**src/rtl/wfq_pkg.sv**
```systemverilog
// Shared types and helpers for the WFQ rank pipeline.
// Holds the default field widths, the per-class finish-tag struct and the
// PIFO rank-word packing helper.
package wfq_pkg;

  localparam int WFQ_CLASS_WIDTH  = 5;
  localparam int WFQ_QUOT_WIDTH   = 16;
  localparam int WFQ_OVF_WIDTH    = 1;
  localparam int WFQ_ROUND_WIDTH  = 18;
  localparam int WFQ_ADDR_WIDTH   = 12;
  localparam int WFQ_RESULT_WIDTH = 32;

  localparam int CLASS_COUNT = 2 ** WFQ_CLASS_WIDTH;
  localparam int ROUND_MAX   = 2 ** WFQ_ROUND_WIDTH - 1;

  // Finish tag of one class: wrap epoch above the round number.
  typedef struct packed {
    logic [WFQ_OVF_WIDTH-1:0]   epoch;
    logic [WFQ_ROUND_WIDTH-1:0] round;
  } wfq_state_t;

  // Rank word handed to the PIFO: marker bit, tag, zeroed address field.
  function automatic logic [WFQ_RESULT_WIDTH-1:0] pack_rank(input wfq_state_t tag);
    return {1'b1, tag.epoch, tag.round, {WFQ_ADDR_WIDTH{1'b0}}};
  endfunction

endpackage

```
**src/rtl/wfq_rank_pipe_if.sv**
```systemverilog
// Request/response handshake bundle of the WFQ rank pipeline.
// master: the side issuing requests and consuming ranks.
// slave : the rank pipeline itself.
interface wfq_rank_pipe_if
  import wfq_pkg::*;
#(
  parameter int CLASS_WIDTH  = WFQ_CLASS_WIDTH,
  parameter int QUOT_WIDTH   = WFQ_QUOT_WIDTH,
  parameter int RESULT_WIDTH = WFQ_RESULT_WIDTH
) ();

  logic                    req_valid;
  logic                    req_ready;
  logic [CLASS_WIDTH-1:0]  req_class_id;
  logic [QUOT_WIDTH-1:0]   req_quotient;
  logic [QUOT_WIDTH-1:0]   req_remain;
  logic                    resp_valid;
  logic                    resp_ready;
  logic [RESULT_WIDTH-1:0] resp_data;

  modport master (
    output req_valid, req_class_id, req_quotient, req_remain, resp_ready,
    input  req_ready, resp_valid, resp_data
  );

  modport slave (
    input  req_valid, req_class_id, req_quotient, req_remain, resp_ready,
    output req_ready, resp_valid, resp_data
  );

endinterface

```
**src/rtl/wfq_rank_calc.sv**
```systemverilog
// Combinational finish-tag update for one request: picks the base tag
// (class tag, or virtual time when the class has gone stale), adds the
// quantised packet cost, then handles round wrap and lag clamping.
module wfq_rank_calc
  import wfq_pkg::*;
#(
  parameter int QUOT_WIDTH = WFQ_QUOT_WIDTH
) (
  input  wfq_state_t                 cls_state,
  input  logic [WFQ_OVF_WIDTH-1:0]   vt_epoch,
  input  logic [WFQ_ROUND_WIDTH-1:0] vt_round,
  input  logic [QUOT_WIDTH-1:0]      quotient,
  input  logic [QUOT_WIDTH-1:0]      remain,
  output wfq_state_t                 next_state
);

  localparam int RW = WFQ_ROUND_WIDTH;
  localparam logic [RW+1:0] WRAP_LIMIT = (RW+2)'(ROUND_MAX);

  // A wrapped sum stays below 2*(ROUND_MAX+1) because the cost is narrower
  // than a round, so dropping bit RW is the same as subtracting ROUND_MAX+1.
  function automatic wfq_state_t advance_tag(input wfq_state_t cls,
                                             input wfq_state_t vt,
                                             input logic [RW:0] cost);
    wfq_state_t    base;
    wfq_state_t    nxt;
    logic [RW+1:0] sum;
    base = ((cls.epoch != vt.epoch) && (vt.round < cls.round)) ? vt : cls;
    sum  = (RW+2)'(base.round) + (RW+2)'(cost);
    nxt  = base;
    if (sum > WRAP_LIMIT) begin
      nxt.epoch = base.epoch + WFQ_OVF_WIDTH'(1);
      nxt.round = sum[RW-1:0];
    end else if ((base.epoch == vt.epoch) && (sum < (RW+2)'(vt.round))) begin
      nxt.round = vt.round;
    end else begin
      nxt.round = sum[RW-1:0];
    end
    return nxt;
  endfunction

  wfq_state_t  vt_state;
  logic [RW:0] inc_w;

  assign vt_state   = {vt_epoch, vt_round};
  assign inc_w      = (RW+1)'(quotient) + (RW+1)'(remain != '0);
  assign next_state = advance_tag(cls_state, vt_state, inc_w);

endmodule

```
**src/rtl/wfq_rank_pipe.sv**
```systemverilog
// Pipelined, back-pressured WFQ rank calculator.
// S0 reads the class finish tag (with clear/bypass forwarding), S1 computes
// the new tag and writes it back while registering the PIFO rank word.
// Optional macro WFQ_STATE_READ_EN adds a registered debug read port on the
// class-state array.
module wfq_rank_pipe
  import wfq_pkg::*;
#(
  parameter int CLASS_WIDTH  = WFQ_CLASS_WIDTH,
  parameter int QUOT_WIDTH   = WFQ_QUOT_WIDTH,
  parameter int OVF_WIDTH    = WFQ_OVF_WIDTH,
  parameter int ROUND_WIDTH  = WFQ_ROUND_WIDTH,
  parameter int ADDR_WIDTH   = WFQ_ADDR_WIDTH,
  parameter int RESULT_WIDTH = WFQ_RESULT_WIDTH
) (
  input  logic                   clk,
  input  logic                   rstn,
  wfq_rank_pipe_if.slave         bus,
  input  logic [OVF_WIDTH-1:0]   vt_epoch,
  input  logic [ROUND_WIDTH-1:0] vt_round,
  input  logic                   clr_valid,
  input  logic [CLASS_WIDTH-1:0] clr_class_id
`ifdef WFQ_STATE_READ_EN
  ,
  input  logic [CLASS_WIDTH-1:0]           dbg_rd_class_id,
  output logic [OVF_WIDTH+ROUND_WIDTH-1:0] dbg_rd_data
`endif
);

  localparam int NUM_CLASSES = 2 ** CLASS_WIDTH;

  if (RESULT_WIDTH != 1 + OVF_WIDTH + ROUND_WIDTH + ADDR_WIDTH) begin : g_bad_result_width
    $error("wfq_rank_pipe: RESULT_WIDTH must equal 1+OVF_WIDTH+ROUND_WIDTH+ADDR_WIDTH");
  end
  if ((OVF_WIDTH != WFQ_OVF_WIDTH) || (ROUND_WIDTH != WFQ_ROUND_WIDTH) ||
      (ADDR_WIDTH != WFQ_ADDR_WIDTH)) begin : g_bad_tag_width
    $error("wfq_rank_pipe: tag field widths must match wfq_pkg");
  end

  logic                    adv;
  wfq_state_t              state_mem [NUM_CLASSES];
  wfq_state_t              vt_now;
  wfq_state_t              rd_state_p0;

  logic                    vld_p1;
  logic [CLASS_WIDTH-1:0]  class_p1;
  logic [QUOT_WIDTH-1:0]   quot_p1;
  logic [QUOT_WIDTH-1:0]   remain_p1;
  wfq_state_t              state_p1;
  wfq_state_t              vt_p1;
  wfq_state_t              next_p1;

  logic                    vld_p2;
  logic [RESULT_WIDTH-1:0] data_p2;

  // The whole pipe moves together; a full, unaccepted output freezes it.
  assign adv           = ~vld_p2 | bus.resp_ready;
  assign bus.req_ready = adv;
  assign bus.resp_valid = vld_p2;
  assign bus.resp_data  = data_p2;
  assign vt_now        = {vt_epoch, vt_round};

  // S0: class tag read; a same-cycle clear beats the in-flight S1 result.
  always_comb begin
    rd_state_p0 = state_mem[bus.req_class_id];
    if (clr_valid && (clr_class_id == bus.req_class_id)) begin
      rd_state_p0 = vt_now;
    end else if (vld_p1 && (class_p1 == bus.req_class_id)) begin
      rd_state_p0 = next_p1;
    end
  end

  // S0 -> S1 boundary: stage-1 occupancy.
  always_ff @(posedge clk) begin
    if (!rstn) begin
      vld_p1 <= 1'b0;
    end else if (adv) begin
      vld_p1 <= bus.req_valid;
    end
  end

  // S0 -> S1 boundary: request fields, tag snapshot and virtual time.
  always_ff @(posedge clk) begin
    if (adv && bus.req_valid) begin
      class_p1  <= bus.req_class_id;
      quot_p1   <= bus.req_quotient;
      remain_p1 <= bus.req_remain;
      state_p1  <= rd_state_p0;
      vt_p1     <= vt_now;
    end
  end

  wfq_rank_calc #(
    .QUOT_WIDTH (QUOT_WIDTH)
  ) u_calc (
    .cls_state  (state_p1),
    .vt_epoch   (vt_p1.epoch),
    .vt_round   (vt_p1.round),
    .quotient   (quot_p1),
    .remain     (remain_p1),
    .next_state (next_p1)
  );

  // S1 -> S2 boundary: registered rank word towards the PIFO.
  always_ff @(posedge clk) begin
    if (!rstn) begin
      vld_p2  <= 1'b0;
      data_p2 <= '0;
    end else if (adv) begin
      vld_p2 <= vld_p1;
      if (vld_p1) begin
        data_p2 <= pack_rank(next_p1);
      end
    end
  end

  // Class-state array: S1 writeback, overridden by a clear of the same class.
  always_ff @(posedge clk) begin
    if (!rstn) begin
      for (int i = 0; i < NUM_CLASSES; i++) begin
        state_mem[i] <= '0;
      end
    end else begin
      if (adv && vld_p1 && !(clr_valid && (clr_class_id == class_p1))) begin
        state_mem[class_p1] <= next_p1;
      end
      if (clr_valid) begin
        state_mem[clr_class_id] <= vt_now;
      end
    end
  end

`ifdef WFQ_STATE_READ_EN
  // Debug read of the array, returning the value held before this edge.
  always_ff @(posedge clk) begin
    if (!rstn) begin
      dbg_rd_data <= '0;
    end else begin
      dbg_rd_data <= state_mem[dbg_rd_class_id];
    end
  end
`endif

endmodule

```
**src/flat_wrapper.sv**
```systemverilog
// flat-port wrapper written by rule: the top's interface ports become plain ports
module wfq_rank_pipe_flat import wfq_pkg::*;
#(
  parameter int CLASS_WIDTH  = WFQ_CLASS_WIDTH,
  parameter int QUOT_WIDTH   = WFQ_QUOT_WIDTH,
  parameter int OVF_WIDTH    = WFQ_OVF_WIDTH,
  parameter int ROUND_WIDTH  = WFQ_ROUND_WIDTH,
  parameter int ADDR_WIDTH   = WFQ_ADDR_WIDTH,
  parameter int RESULT_WIDTH = WFQ_RESULT_WIDTH
)
  (clk, rstn, vt_epoch, vt_round, clr_valid, clr_class_id, bus_req_valid, bus_req_class_id, bus_req_quotient, bus_req_remain, bus_resp_ready, bus_req_ready, bus_resp_valid, bus_resp_data);
  wfq_rank_pipe_if #(.CLASS_WIDTH(CLASS_WIDTH), .QUOT_WIDTH(QUOT_WIDTH), .RESULT_WIDTH(RESULT_WIDTH)) bus_i ();
  input  logic clk;
  input  logic rstn;
  input  logic [OVF_WIDTH-1:0] vt_epoch;
  input  logic [ROUND_WIDTH-1:0] vt_round;
  input  logic clr_valid;
  input  logic [CLASS_WIDTH-1:0] clr_class_id;
  input wire logic [$bits(bus_i.req_valid)-1:0] bus_req_valid;
  input wire logic [$bits(bus_i.req_class_id)-1:0] bus_req_class_id;
  input wire logic [$bits(bus_i.req_quotient)-1:0] bus_req_quotient;
  input wire logic [$bits(bus_i.req_remain)-1:0] bus_req_remain;
  input wire logic [$bits(bus_i.resp_ready)-1:0] bus_resp_ready;
  output wire logic [$bits(bus_i.req_ready)-1:0] bus_req_ready;
  output wire logic [$bits(bus_i.resp_valid)-1:0] bus_resp_valid;
  output wire logic [$bits(bus_i.resp_data)-1:0] bus_resp_data;
  assign bus_i.req_valid = bus_req_valid;
  assign bus_i.req_class_id = bus_req_class_id;
  assign bus_i.req_quotient = bus_req_quotient;
  assign bus_i.req_remain = bus_req_remain;
  assign bus_i.resp_ready = bus_resp_ready;
  assign bus_req_ready = bus_i.req_ready;
  assign bus_resp_valid = bus_i.resp_valid;
  assign bus_resp_data = bus_i.resp_data;
  wfq_rank_pipe #(.CLASS_WIDTH(CLASS_WIDTH), .QUOT_WIDTH(QUOT_WIDTH), .OVF_WIDTH(OVF_WIDTH), .ROUND_WIDTH(ROUND_WIDTH), .ADDR_WIDTH(ADDR_WIDTH), .RESULT_WIDTH(RESULT_WIDTH)) u_core (.clk(clk), .rstn(rstn), .bus(bus_i), .vt_epoch(vt_epoch), .vt_round(vt_round), .clr_valid(clr_valid), .clr_class_id(clr_class_id));
endmodule
```
**config.mk**
```make
export PLATFORM = sky130hd
export DESIGN_NAME = wfq_rank_pipe_flat
export DESIGN_NICKNAME = d
export VERILOG_FILES = /design/src/rtl/wfq_pkg.sv /design/src/rtl/wfq_rank_pipe_if.sv /design/src/rtl/wfq_rank_calc.sv /design/src/rtl/wfq_rank_pipe.sv /design/src/flat_wrapper.sv
export SDC_FILE = /design/constraint.sdc
export NUM_CORES = 1
export LEC_CHECK = 0
export BUFFER_PORTS_ARGS = -buffer_cell sky130_fd_sc_hd__buf_4
export CAP_MARGIN = 25
export CORE_MARGIN = 3
export CORE_UTILIZATION = 50
export CTS_BUF_LIST = sky130_fd_sc_hd__clkbuf_8
export DETAILED_ROUTE_END_ITERATION = 10
export PLACE_DENSITY = 0.66
export SYNTH_ARGS = -nofsm -noshare
export SYNTH_HDL_FRONTEND = slang
export SYNTH_HIERARCHICAL = 1
export SYNTH_SLANG_ARGS = --single-unit
```
**constraint.sdc**
```tcl
create_clock -name clk -period 8.7 [get_ports clk]
set_input_delay 1.305 -clock clk [delete_from_list [all_inputs] [get_ports clk]]
set_output_delay 1.305 -clock clk [all_outputs]
set_load 0.1 [all_outputs]
```
* Word-level counts from Yosys, hierarchy flattened
Memories as Yosys holds them, arrays and structs flattened.
Cells that the tools add are included.
** Word-level totals
- Bits in registers :: 97
- Bits in writable memories :: 608
- Output and inout bits :: 34
- Logic and storage cells :: 56
- Memories :: 1
** Memories
- u_core.state_mem :: depth 32, bits a word 19, rd ports 1, clocked after memory_dff 0, wr ports 32, line wfq_rank_pipe.sv:41 : wfq_state_t state_mem [NUM_CLASSES];
** Cells by class
- Add/subtract/negate cells :: 3
- $lt $le $gt $ge :: 3
- Equality and inequality tests :: 5
- Mux-type cells :: 19
- Bitwise gates (word level) :: 2
- Reductions and logical operators :: 13
** Operator list (number)
- 19-bit 2-to-1 mux :: 5
- 19-bit OR reduction :: 2
- 18-bit 2-to-1 mux :: 2
- 18-bit by 17-bit adder with 19-bit output :: 1
- 19-bit by 18-bit greater-than comparator with 1-bit output, second input constant :: 1
- 19-bit by 18-bit < comparator with 1-bit output :: 1
- 18-bit < comparator :: 1
- 16-bit by 1-bit adder with 17-bit output :: 1
- 16-bit nonzero test :: 1
- 5-bit equality test :: 3
- 1-bit 2-to-1 mux :: 10
- 5-bit 2-to-1 mux :: 2
- 1-bit logical AND :: 8
- 2-bit AND reduction :: 1
- 1-bit adder, second input constant :: 1
- 1-bit equality test :: 1
- 1-bit logical NOT :: 1
- 1-bit inequality test :: 1
- 1-bit NOT :: 1
- 1-bit bitwise OR :: 1

* Longest topological paths before layout
Gate-level depths: netlist of run 1.
- Depth after elaboration :: 10
- Depth in mapped cells :: 32
- Depth with buffers taken out :: 30

* Cells and area by module
Netlist of run 1, hierarchy kept.
** By module, submodules not included
- wfq_rank_pipe :: instances 1, cells an instance 2480, area an instance 34460.6 µm², sequential area each 20950.1 µm²
- wfq_rank_calc :: instances 1, cells an instance 316, area an instance 2207.1 µm², sequential area each 0.0 µm²

* Worst setup path after synthesis of run 1
Ideal clock, no wire load.
- Path kind :: register to register
- Start :: reg u_core/vt_p1[17] in the netlist's numbering
- End :: reg u_core/state_p1[12] in the netlist's numbering (data pin)
- Library setup time :: 0.264 ns
- Data arrival time :: 6.029 ns
- Required time :: 8.436 ns
- Slack :: 2.406 ns
- Stages on the path, launching flop included :: 31
- Period minus slack after synthesis :: 6.294 ns
- Cell sequence :: edfxtp_1 ha_1 a21oi_1 o21ai_1 a2111oi_0 o21ai_1 a21oi_2 clkbuf_1 nand2_1 o21ai_1 ha_1 nor2b_1 o31a_1 o21ai_1 nand2_1 a21bo_1 a21oi_1 xnor2_1 ha_1 o21a_1 o21ai_0 inv_1 a21oi_1 o311ai_1 a211oi_2 buf_4 mux2_1 buf_1 clkbuf_1 a22oi_1 o41ai_1
** RTL lines
- start: declaration :: line wfq_rank_pipe.sv:50 : wfq_state_t vt_p1;
- start signal: assignment :: line wfq_rank_pipe.sv:89 : vt_p1 <= vt_now;
- end signal: assignment :: line wfq_rank_pipe.sv:88 : state_p1 <= rd_state_p0;
- end: declaration :: line wfq_rank_pipe.sv:49 : wfq_state_t state_p1;

==> impl_metrics.toml, run 1 <==
[global_route]
antenna_found_initial = 8
grtUsageTotal = 0.308
grt_overflow_total = 0
grt_pass1_vias = 25975
grt_start_max_net_pins = 124
grt_pass1_wl_um = 176000

[worst_setup_path]
timing.rr.end = "u_core/state_p1[17]$_DFFE_PP_"
slowest_delay_ns = 0.54
setup.worst_path.start_class = "register"
worstPathMaxFanout = 34
end_kind = "register"
r2r_start = "u_core/vt_p1[9]$_DFFE_PP_"
cp_data_arrival_time_ns = 8.16
worst_r2r_path_depth = 30
cpMostUsedCell = "a21oi_1"
reg2reg_slack_ns = 0.96
crit_slowest_cell = "o22a_2"
critical_path_class = "register to register"
cp.required_ns = 9.12

[floorplanning]
dieArea_mm2 = 0.0766
die_height_um = 277
ios = 100
start_util = 0.509
die_w_um = 277
core_mm2 = 0.0721
fp-row-count = 98

[yosys]
synth_top_cell_area_share = 0.559
synth_cell_types = 74
yosysMostFrequentCell = "edfxtp_1"
ys_seq_area_frac = 0.571
avgSynthCellArea_um2 = 13.1
netlist_area_mm2 = 0.0367
synthesis.instances = 2796
synth_top_cells_by_count = "683 x edfxtp_1, 609 x a22o_1, 256 x mux2i_1, 208 x clkbuf_1, 122 x a22oi_1"
synthFlopType = "edfxtp_1"
yosys_warnings = 6
synthTopCellsByArea = "edfxtp_1 56%, a22o_1 15%, mux2i_1 7.0%"
synth_edf_count = 683
async_flop_share = 0
synth_area_leader_cell = "edfxtp_1"
ys_seq_elements = 705

[route]
detail-route-antenna-nets = 0
viasPerCell = 7.03
post_drt_wl_per_cell_um = 32.4
wirelength_um = 123000
drcViolationCount = 0
first_pass_iters = 6
vias = 26699
drt_iter0_drc = 3756

[cts]
cts_buffers = 117
cts.repair.resized = 0
hold_buffers = 0
cts_root_buffer = "clkbuf_8"
clockBufferDepth = 3
clkTransAtPathRegs_ns = 0.06
post_cts_buffers = 0
h-tree-depth = 3
cts_tree = "done"
cts.sinks = 705
clock_insertion_delay_worst_skew_ns = 0.76

[timing]
period_share = 0.890
hold_viol_final = 0
drv_slew = 0
fin_crit_ns = 7.74
clock_skew_ns = 0.0426
setup_violations = 0
relSlewSlack = 0.251
tns_ns = 0
fmax_mhz = 129
rsz0062_at_grt = "false"
tightest_slew_ns = 1.12

[final_layout]
drive_gt1_frac = 0.169
fin_area_mm2 = 0.0406
n_fill_cell = 5810
areaGrowthSynthToFinish_pct = 10.6
final_util = 0.562
nNetsFinal = 2867

[hold_path]
hp-class = "register to register"
hp-start = "u_core/bus.resp_data[31]$_SDFFE_PN0N_"
holdPathStages = 1
hold_path_end = "u_core/bus.resp_data[31]$_SDFFE_PN0N_"

[placement]
dpl.hpwl_um = 73200
gp_congestion = 0.895
dpl_cell_area_mm2 = 0.0382
portBuffers = 87

[job]
drv_cap = 0

[run_status]
status = "finished, final reports clean"

[power_and_ir_drop]
ir_worst_vdd_mv = 0.145
p_leak_nw = 15.1
powerDensity_mw_per_mm2 = 220
per-layer routing:
layer / part of all wire / vias to the layer above / global-route usage
li1: - / 11115 / -
met1: 0.38 / 13435 / 0.412
met2: 0.45 / 1783 / 0.468
met3: 0.12 / 362 / 0.0866
met4: 0.046 / 4 / 0.138
met5: 0.00025 / - / 0
area by class of cell:
| type | count | area [um^2] | share of cell area |
|---|---|---|---|
| repair buffers | 193 | 1750 | 0.0432 |
| inverters | 43 | 161 | 0.00398 |
| clock inverters | 98 | 442 | 0.0109 |
| well taps | 950 | 1190 | 0.0293 |
| clock buffers | 118 | 1620 | 0.0400 |
| multi-input cells | 1690 | 14400 | 0.356 |
| flip-flops and latches | 705 | 21000 | 0.517 |
| diodes | 3 | 7.51 | 0.000185 |
worst max-delay path: cells and delay by family, from the launching register on:
kind | cells | cell delay, ns
compound gates | 18 | 4.22
fa+ha+maj | 4 | 1.29
simple gates | 5 | 0.85
flops | 1 | 0.44
buf+inv | 2 | 0.42
xor+xnor | 1 | 0.17
worst max path at each step:
| stage | slack [ns] | startpoint | end |
|---|---|---|---|
| final | 0.96 | u_core/vt_p1[9]$_DFFE_PP_ | u_core/state_p1[17]$_DFFE_PP_ |
| after global routing | 0.53 | u_core/vt_p1[9]$_DFFE_PP_ | u_core/state_p1[17]$_DFFE_PP_ |
| after CTS | 1.12 | u_core/vt_p1[9]$_DFFE_PP_ | u_core/state_p1[17]$_DFFE_PP_ |
| after detailed placement | 1.18 | u_core/vt_p1[9]$_DFFE_PP_ | u_core/state_mem[31][4]$_DFFE_PP_ |
| after global placement | 1.19 | u_core/vt_p1[17]$_DFFE_PP_ | u_core/state_p1[17]$_DFFE_PP_ |
| after floorplan | 2.41 | u_core/vt_p1[17]$_DFFE_PP_ | u_core/state_p1[12]$_DFFE_PP_ |
kinds of logic (layout without fill, tap and decap cells):
| kind of cell | Yosys count | in the layout | synth area share |
|---|---|---|---|
| other cells | 1 | 15 | 0.000102 |
| simple gates | 352 | 352 | 0.0521 |
| mux | 298 | 298 | 0.0911 |
| fa+ha+maj | 51 | 51 | 0.0178 |
| xor+xnor | 31 | 31 | 0.00740 |
| buf+inv | 412 | 452 | 0.0485 |
| flops | 705 | 705 | 0.571 |
| compound gates | 946 | 946 | 0.212 |
where the power goes:
| part | internal (W) | switching [W] | total, W | leakage (nW) |
|---|---|---|---|---|
| combinational | 0.000506 | 0.00180 | 0.00231 | 6.72 |
| sequential | 0.00389 | 0.0000617 | 0.00395 | 7.17 |
| clock | 0.00127 | 0.00138 | 0.00265 | 1.21 |
| total | 0.00566 | 0.00325 | 0.00891 | 15.1 |
stage by stage:
step	hold slack, ns	setup slack [ns]	std cells	power [W]
6_report	0.478	0.955	3800	0.00891
5_1_grt	0.493	0.532	3799	0.00916
4_1_cts	0.477	1.12	3783	0.00886
3_5_place_dp	0.460	1.18	3567	0.00624
3_3_place_gp	0.459	1.19	3555	0.00619
2_1_floorplan	0.469	2.41	2807	0.00539
cells in the final DEF, fill, tap and decap left out, types with 10 or more instances in the layout:
master and instances:
xnor2_1 22, dfxtp_1 22, nor2_1 40, a21oi_1 57
mux2_2 12, clkinv_2 11, a21boi_0 20, conb_1 12
nor2_2 30, a22oi_1 122, buf_8 20, and4_1 19
ha_1 49, buf_4 164, inv_1 83, clkbuf_8 118
nand4_1 20, edfxtp_1 683, nand2_1 105, o21ai_0 21
o221ai_2 29, mux4_2 27, nor3_4 18, a22o_1 608
clkinv_1 38, o21ai_1 24, a21o_1 10, nand3_1 52
mux2i_1 255
flip-flops by register name, indices dropped and copies added (netlist names):
| register | flops |
|---|---|
| u_core/vld_p1 | 1 |
| u_core/bus.resp_data | 20 |
| u_core/quot_p1 | 16 |
| u_core/state_mem | 608 |
| u_core/state_p1 | 19 |
| u_core/vt_p1 | 19 |
| u_core/bus.resp_valid | 1 |
| u_core/remain_p1 | 16 |
| u_core/class_p1 | 5 |
(Power assumes the default switching activity.)
==> inputs of run 2 (changes only) <==
--- a/config.mk
+++ b/config.mk
@@ -9,9 +9,8 @@
 export CAP_MARGIN = 25
 export CORE_MARGIN = 3
 export CORE_UTILIZATION = 50
-export CTS_BUF_LIST = sky130_fd_sc_hd__clkbuf_8
 export DETAILED_ROUTE_END_ITERATION = 10
-export PLACE_DENSITY = 0.66
+export PLACE_DENSITY = 0.69
 export SYNTH_ARGS = -nofsm -noshare
 export SYNTH_HDL_FRONTEND = slang
 export SYNTH_HIERARCHICAL = 1
==> constraint.sdc (replaced) <==
create_clock -name clk -period 6.8 [get_ports clk]
set_input_delay 1.02 -clock clk [delete_from_list [all_inputs] [get_ports clk]]
set_output_delay 1.02 -clock clk [all_outputs]
set_load 0.1 [all_outputs]
==> run 2 against run 1 <==
Compared with the run above:
- combinational power is 48% higher
- highest routed layer unchanged
- non-clock buffer count is 54 higher
- worst hold slack worse by 0.0081 ns
- largest cell class unchanged
==> impl_metrics.toml, run 2 (synthesized netlist as in run 1, its figures left out) <==
[global_route]
grtUsageTotal = 0.300
grt_overflow_total = 0
antenna_found_initial = 11
grt_pass1_wl_um = 173000
grt_pass1_vias = 26111
grt_start_max_net_pins = 114

[placement]
dpl.cell_count = 3614
preCtsSetupSlack_ns = 0.169
dpl.hpwl_um = 73300
gp_congestion = 0.909
portBuffers = 87

[floorplanning]
fp-row-count = 98
core_mm2 = 0.0721
start_util = 0.509
ios = 100
dieArea_mm2 = 0.0766
die_w_um = 277
die_height_um = 277

[cts]
clkTransAtPathRegs_ns = 0.06
cts.sinks = 705
h-tree-depth = 3
cts_root_buffer = "clkbuf_16"
clock_insertion_delay_worst_skew_ns = 0.63
cts_buffers = 75
clockBufferDepth = 3
hold_buffers = 0
cts_tree = "done"

[route]
viasPerCell = 7.12
wirelength_um = 120000
detail-route-antenna-nets = 0
post_drt_wl_per_cell_um = 31.8
first_pass_iters = 6
drt_iter0_drc = 3913
drcViolationCount = 0
vias = 26830

[worst_setup_path]
critical_path_class = "register to register"
slowest_delay_ns = 0.42
cp_data_arrival_time_ns = 6.93
worstPathMaxFanout = 17
setup.worst_path.start_class = "register"
reg2reg_slack_ns = 0.24
cp.required_ns = 7.17
end_kind = "register"
crit_slowest_cell = "edfxtp_1"

[power_and_ir_drop]
p_leak_nw = 15.4
ir_worst_vdd_mv = 0.215
powerDensity_mw_per_mm2 = 297

[timing]
layout_setup_ws_ns = 0.237
period_share = 0.965
tightest_slew_ns = 1.22
clock_skew_ns = 0.0212
setup_violations = 0
relSlewSlack = 0.183
drv_slew = 0
fmax_mhz = 152
tns_ns = 0
hold_ws_ns = 0.470
fin_crit_ns = 6.56
hold_viol_final = 0

[final_layout]
largest_reg_flops = 608
areaGrowthSynthToFinish_pct = 13.2
n_fill_cell = 5609
nNetsFinal = 2879
layout.cells.non_filler = 3770
final_util = 0.576
final_cell_mix = "683 x edfxtp_1, 608 x a22o_1, 255 x mux2i_1"
layout_commonest_cell = "edfxtp_1"
top_register = "u_core/state_mem"
drive_gt1_frac = 0.181

[job]
drv_cap = 0

[run_status]
status = "finished, final reports clean"

[hold_path]
hp-class = "register to register"
run 2: changes by cell type in the layout (fill, tap and decap cells not counted), sizes merged, moves of 2 or more:
cell	delta
buf	+55
bufinv	+2
clkbuf	-26
clkinv	-17
inv	-44
run 2: timing repair:
item / in CTS / in global routing
buffers inserted: 0 / 8
resized for setup: 0 / 30
endpoints found under the setup margin: 0 / 608
run 2: layout make-up:
| cell class | instances | area, um^2 | share of cell area |
|---|---|---|---|
| multi-input cells | 1690 | 14600 | 0.351 |
| well taps | 950 | 1190 | 0.0286 |
| inverters | 43 | 161 | 0.00389 |
| clock buffers | 93 | 2010 | 0.0484 |
| repair buffers | 247 | 2370 | 0.0571 |
| clock inverters | 38 | 258 | 0.00621 |
| flip-flops and latches | 705 | 21000 | 0.505 |
| diodes | 4 | 10.0 | 0.000241 |
run 2: worst max-delay path, delay by kind of cell, from the launching register on:
kind	cells	cell delay [ns]
AO/OA/AOI/OAI	13	2.53
adder cells (fa/ha/maj)	4	1.27
buffers and inverters	4	0.61
flip-flops	1	0.42
multiplexers	1	0.39
AND/OR/NAND/NOR	7	1.04
run 2: power breakdown:
| part | switching, W | internal [W] | total [W] |
|---|---|---|---|
| Combinational | 0.00237 | 0.00105 | 0.00342 |
| Sequential | 0.0000762 | 0.00498 | 0.00505 |
| Clock | 0.00169 | 0.00217 | 0.00386 |
run 2: through the flow:
stage,power (W),cell area (um^2)
final,0.0123,41500
after global routing,0.0127,41500
after floorplan,0.00690,36700
after global placement,0.00826,38600
after detailed placement,0.00833,38800
after CTS,0.0121,41100
run 2: final timing paths:
| check | startpoint | end | depth (start not counted) |
|---|---|---|---|
| max | u_core/vt_p1[7]$_DFFE_PP_ | u_core/state_mem[17][4]$_DFFE_PP_ | 29 |
| max reg2reg | u_core/vt_p1[7]$_DFFE_PP_ | u_core/state_mem[17][4]$_DFFE_PP_ | 29 |
| min reg2reg | u_core/bus.resp_data[14]$_SDFFE_PN0N_ | u_core/bus.resp_data[14]$_SDFFE_PN0N_ | 2 |
| min | u_core/bus.resp_data[14]$_SDFFE_PN0N_ | u_core/bus.resp_data[14]$_SDFFE_PN0N_ | 2 |
run 2: metal layers:
layer / vias to the layer above / GRT usage / part of all wire
met1: 13541 / 0.393 / 0.37
met4: 6 / 0.142 / 0.049
met5: - / 0 / 0.00026
met2: 1796 / 0.478 / 0.47
met3: 357 / 0.0650 / 0.11
li1: 11130 / - / -
